--- src/rtl/checker_pkg.sv ---
// Shared types and helpers for the multi-channel behavioural-vs-netlist output checker.
package checker_pkg;

  typedef enum logic [1:0] {
    ST_WAIT  = 2'd0,
    ST_ARMED = 2'd1,
    ST_FAIL  = 2'd2
  } chk_state_e;

  // Width needed to index n items, never less than one bit.
  function automatic int clog2_min1(input int n);
    int r;
    r = 0;
    while ((1 << r) < n) r++;
    if (r < 1) r = 1;
    return r;
  endfunction

  function automatic logic [31:0] sat_inc(input logic [31:0] v, input logic [31:0] max_v);
    return (v >= max_v) ? v : v + 32'd1;
  endfunction

endpackage

--- src/rtl/checker_lane.sv ---
// One compared channel: equality test plus a run counter of consecutive enabled mismatches.
module checker_lane
  import checker_pkg::*;
#(
  parameter int W    = 8,
  parameter int SKEW = 0
) (
  input  logic         clk,
  input  logic         reset,
  input  logic         enable,
  input  logic         clear,
  input  logic [W-1:0] data_c,
  input  logic [W-1:0] data_e,
  output logic         eq,
  output logic         fail
);

  localparam int RUN_W = $clog2(SKEW + 2);
  localparam logic [RUN_W-1:0] RUN_LIM = RUN_W'(SKEW);

  logic [RUN_W-1:0] run_q;
  logic [RUN_W-1:0] run_d;

  // An if on an unknown compare takes the else branch, so X/Z data reads as unequal.
  always_comb begin
    eq = 1'b0;
    if (data_c == data_e) eq = 1'b1;
  end

  assign fail  = enable && !eq && (run_q == RUN_LIM);
  assign run_d = RUN_W'(sat_inc(32'(run_q), 32'(SKEW + 1)));

  always_ff @(posedge clk or posedge reset) begin
    if (reset) begin
      run_q <= '0;
    end else if (clear) begin
      run_q <= '0;
    end else if (enable) begin
      if (eq) run_q <= '0;
      else    run_q <= run_d;
    end
  end

endmodule

--- src/rtl/checker_cmp_n.sv ---
// NCH-channel output checker: arms on first full agreement, latches the first failure, keeps saturating statistics.
module checker_cmp_n
  import checker_pkg::*;
#(
  parameter  int NCH   = 4,
  parameter  int W     = 8,
  parameter  int SKEW  = 0,
  parameter  int CNT_W = 16,
  localparam int CH_W  = clog2_min1(NCH)
) (
  input  logic               clk,
  input  logic               reset,
  input  logic               enable,
  input  logic               clear,
  input  logic [NCH*W-1:0]   data_c,
  input  logic [NCH*W-1:0]   data_e,
  output logic               check_ok,
  output logic               err_sticky,
  output logic [NCH-1:0]     err_ch_mask,
  output logic [CH_W-1:0]    first_err_ch,
  output logic [CNT_W-1:0]   first_err_cyc,
  output logic [CNT_W-1:0]   cyc_cnt,
  output logic [CNT_W-1:0]   mis_cnt,
  output logic [1:0]         state
);

  localparam logic [31:0] CNT_MAX = 32'((64'd1 << CNT_W) - 64'd1);

  logic [NCH-1:0] eq_vec;
  logic [NCH-1:0] fail_vec;

  for (genvar g = 0; g < NCH; g++) begin : g_lane
    checker_lane #(
      .W    (W),
      .SKEW (SKEW)
    ) u_lane (
      .clk    (clk),
      .reset  (reset),
      .enable (enable),
      .clear  (clear),
      .data_c (data_c[g*W +: W]),
      .data_e (data_e[g*W +: W]),
      .eq     (eq_vec[g]),
      .fail   (fail_vec[g])
    );
  end

  chk_state_e       state_q;
  logic             check_ok_q;
  logic             err_sticky_q;
  logic [NCH-1:0]   err_mask_q;
  logic [CH_W-1:0]  first_ch_q;
  logic [CNT_W-1:0] first_cyc_q;
  logic [CNT_W-1:0] cyc_q;
  logic [CNT_W-1:0] mis_q;
  logic [CNT_W-1:0] cyc_d;
  logic [CNT_W-1:0] mis_d;

  logic            all_eq;
  logic            any_fail;
  logic            count_en;
  logic [CH_W-1:0] low_idx;

  assign all_eq   = &eq_vec;
  assign any_fail = |fail_vec;
  // The arming cycle itself is the first counted compare cycle.
  assign count_en = enable && ((state_q != ST_WAIT) || all_eq);
  assign cyc_d    = CNT_W'(sat_inc(32'(cyc_q), CNT_MAX));
  assign mis_d    = CNT_W'(sat_inc(32'(mis_q), CNT_MAX));

  always_comb begin
    low_idx = '0;
    for (int i = NCH - 1; i >= 0; i--) begin
      if (fail_vec[i]) low_idx = CH_W'(i);
    end
  end

  always_ff @(posedge clk or posedge reset) begin
    if (reset) begin
      state_q      <= ST_WAIT;
      check_ok_q   <= 1'b1;
      err_sticky_q <= 1'b0;
      err_mask_q   <= '0;
      first_ch_q   <= '0;
      first_cyc_q  <= '0;
      cyc_q        <= '0;
      mis_q        <= '0;
    end else if (clear) begin
      state_q      <= ST_WAIT;
      check_ok_q   <= 1'b1;
      err_sticky_q <= 1'b0;
      err_mask_q   <= '0;
      first_ch_q   <= '0;
      first_cyc_q  <= '0;
      cyc_q        <= '0;
      mis_q        <= '0;
    end else begin
      if (enable)              check_ok_q <= all_eq;
      if (count_en)            cyc_q      <= cyc_d;
      if (count_en && !all_eq) mis_q      <= mis_d;
      case (state_q)
        ST_WAIT: begin
          if (enable && all_eq) state_q <= ST_ARMED;
        end
        ST_ARMED: begin
          if (any_fail) begin
            state_q      <= ST_FAIL;
            err_sticky_q <= 1'b1;
            first_ch_q   <= low_idx;
            first_cyc_q  <= cyc_q;
            err_mask_q   <= err_mask_q | fail_vec;
          end
        end
        ST_FAIL: begin
          err_mask_q <= err_mask_q | fail_vec;
        end
        default: state_q <= ST_WAIT;
      endcase
    end
  end

  assign check_ok      = check_ok_q;
  assign err_sticky    = err_sticky_q;
  assign err_ch_mask   = err_mask_q;
  assign first_err_ch  = first_ch_q;
  assign first_err_cyc = first_cyc_q;
  assign cyc_cnt       = cyc_q;
  assign mis_cnt       = mis_q;
  assign state         = state_q;

endmodule

--- config.mk ---
export PLATFORM = sky130hd
export DESIGN_NAME = checker_cmp_n
export DESIGN_NICKNAME = d
export VERILOG_FILES = /design/src/rtl/checker_pkg.sv /design/src/rtl/checker_lane.sv /design/src/rtl/checker_cmp_n.sv
export SDC_FILE = /design/constraint.sdc
export NUM_CORES = 1
export LEC_CHECK = 0
export ABC_CLOCK_PERIOD_IN_PS = 2900
export CORE_ASPECT_RATIO = 2
export CORE_MARGIN = 2
export CORE_UTILIZATION = 45
export CTS_CLUSTER_DIAMETER = 100
export DETAILED_ROUTE_END_ITERATION = 6
export PLACE_DENSITY = 0.81
export SETUP_SLACK_MARGIN = 0.4
export SYNTH_ARGS = -nofsm -noshare
export SYNTH_HDL_FRONTEND = slang
export SYNTH_SLANG_ARGS = --single-unit
export TNS_END_PERCENT = 50
--- constraint.sdc ---
create_clock -name clk -period 2.9 [get_ports clk]
set_input_delay 0.29 -clock clk [delete_from_list [all_inputs] [get_ports clk]]
set_output_delay 0.29 -clock clk [all_outputs]
set_load 0.01 [all_outputs]
==> reports/results.txt <==
status -> finished clean
root buf cell -> clkbuf_16
Worst-path clk slew -> 0.05 ns
Placed Area -> 4765 um2
Max-slew headroom -> 47.90%
share of the synthesized area in the top cell type -> 45.20%
DR vias/cell -> 5.688
Antenna Cells -> 0
Post-Route WL -> 9.311 mm
worst skew pair latency -> 0.33 ns
die area -> 8255 um2
Critical Path RT -> 3.12 ns
clock power share -> 48.8%
syn_nets -> 407
drt wl/cell -> 16.48 um
antenna violations before repair -> 0
global-route wire length before repair -> 15.17 mm
clk sinks -> 62
Post-CTS Setup Bufs -> 0
share of cells above drive strength 1 -> 8.879%
fill count -> 609
Post-DP HPWL -> 7.057 mm
CTS buffer count -> 9
gr usage total -> 23.83%
ys async rst share -> 100.0%
Setup crit start kind -> flop
final hold violation count -> 0
Pleak -> 2.042 nW
vias in the first global route -> 3,249
achievable frequency -> 423.6 MHz
most frequent cells in the layout -> 125 x clkdlybuf4s50_1, 61 x dfrtp_1, 33 x xor2_1, 25 x a21oi_1, 19 x nor2_1
#FFs+latches synth -> 62
IO Pins -> 126
commonest non-fill, non-tap cell in the layout -> clkdlybuf4s50_1
initial drt markers -> 179
TNS Setup -> 0 ns
crit-path leading delay family -> simple AND/OR/NAND/NOR gates
Setup crit end kind -> flop
min-delay worst type -> reg -> reg
sequential area share after synthesis -> 45.98%
grt ovf -> 0
Main synth FF type -> dfrtp_1
largest net degree at the start of global routing -> 63
Placer Congestion -> 0.8811
CTS max path bufs -> 2
finished layout cell area -> 5060 um2
critical path class -> reg -> reg
Peak supply drop -> 0.4820 mV
Final #Nets -> 539
worst clock skew -> 0.007617 ns
DIE WIDTH -> 65.26 um
Final period util -> 81.41%
core area -> 7267 um2
Syn-to-layout area delta -> 49.83%
Detailed Routing Iterations Pass 1 -> 4
Min Hold Slack -> 0.4829 ns
part of the power in registers -> 41.0%
Logic pwr share -> 10.2%
warnings from Yosys -> 0
Cell variety after synth -> 45
final setup fails -> 0
Synth Area per Inst -> 10.02 um2
Worst-Margin Slew -> 0.7815 ns
Mapped Cells -> 337
antenna-violating nets left -> 0
number of enable flip-flop cells after synthesis -> 0
DRC -> 0
hold-fix buffer count after cts -> 0
power per cell area -> 421.8 nW/um2
number of port buffers -> 125
Sw Ratio -> 21.73%
FP Rows -> 44
R2R setup slack -> 0.54 ns
Die H -> 126.5 um
H-tree depth -> 3
total number of vias -> 3,214
synth top area cells -> dfrtp_1 45%, xor2_1 8.6%, a22o_1 4.1%, a21oi_1 3.7%, nor4_2 3.0%
total of max-cap violations -> 0
final worst path period need -> 2.361 ns
starting density of the core -> 46.47%
Psw -> 0.0004638 W
CP arrival -> 2.58 ns
critical path's largest stage delay -> 0.59 ns
Final Max Slew Viols -> 0
P_int -> 0.001670 W
critical-path cell list -> and3_1 > nand2_1 > or4_1 > o2111ai_2 > buf_4 > nor3_1 > o21a_1
crit path max fanout -> 28
Buf+Inv Stages, Crit Path -> 1
CTS tree -> built
total power -> 0.002134 W
CP max-delay cell -> or4_1
area leader, netlist -> dfrtp_1
RSZ-0062 raised after global routing -> true
Synth Cell Area -> 3377 um2
routing by layer:
| layer | vias to the layer above | global-route usage (%) | part of all wire [%] |
|---|---|---|---|
| met1 | 1583 | 24.97 | 35 |
| met2 | 92 | 42.92 | 57 |
| met3 | 22 | 5.851 | 4.1 |
| li1 | 1517 | - | - |
| met4 | 0 | 11.76 | 3.2 |
| met5 | - | 0 | 0 |
kinds of logic after synthesis:
| logic type | after synthesis | synth area share [%] |
|---|---|---|
| DFF | 62 | 45.98 |
| AOI/OAI and AO/OA | 89 | 18.67 |
| xor gates and xnor gates | 33 | 8.559 |
| muxes | 6 | 1.927 |
| adders and majority gates | 2 | 0.7409 |
| and+or+nand+nor | 120 | 20.90 |
| buffers and inverters | 25 | 3.223 |
state kept, by name (all words and copies together), names as in the netlist:
signal / cells
g_lane.u_lane.run_q: 4
err_sticky: 1
mis_cnt: 16
first_err_cyc: 16
check_ok: 1
err_ch_mask: 4
first_err_ch: 2
state: 2
cyc_cnt: 16
Yosys cell counts (5+ instances only):
cell type   n
a21oi_1    25
a22o_1     16
and3_1      5
buf_2       6
clkbuf_1    8
dfrtp_1    61
inv_1       9
nand2_1    18
nand2b_1    6
nand3_1    13
nand4_1     9
nor2_1     19
nor3_1      8
nor4_2      8
o21a_1     10
o21ai_1    11
o31ai_1     8
or3_1      11
or4_1       9
xor2_1     33
stage by stage:
step	setup slack, ns	std cells	util (%)
after floorplan	0.7560	337	-
after global placement	0.2245	550	65.56
after detailed placement	0.1681	550	65.56
after CTS	0.5114	565	69.56
after global routing	0.3875	565	69.63
final	0.5392	565	69.63
power by group through the flow:
stage	logic, W	registers (W)	clock network, W
after floorplan	0.0000890	0.000889	0
after global placement	0.000213	0.000889	0
after detailed placement	0.000220	0.000889	0
after CTS	0.000220	0.000875	0.00105
after global routing	0.000234	0.000874	0.00110
final	0.000217	0.000875	0.00104
worst paths after layout:
check,startpoint,to,cells past startpoint
max,mis_cnt[2],mis_cnt[6],7
min,err_sticky,err_sticky,1
max reg2reg,mis_cnt[2],mis_cnt[6],7
min reg2reg,err_sticky,err_sticky,1
max in group asynchronous,reset,first_err_ch[0],3
min in group asynchronous,reset,first_err_cyc[1],3
cell type report:
class / count / area, um2 / share of cell area, %
inverters: 9 / 33.78 / 0.6677
clock buffers: 11 / 242.7 / 4.797
flip-flops and latches: 62 / 1553 / 30.69
clock inverters: 4 / 47.55 / 0.9397
multi-input cells: 250 / 1727 / 34.12
repair buffers: 137 / 1341 / 26.51
well taps: 92 / 115.1 / 2.275
repair_timing:
item                                    CTS  global route
gates resized for setup                   0             2
endpoints found under the setup margin    0             8
hold endpoints to repair                  0             0
Note: power is estimated with default switching activity, not from simulation.
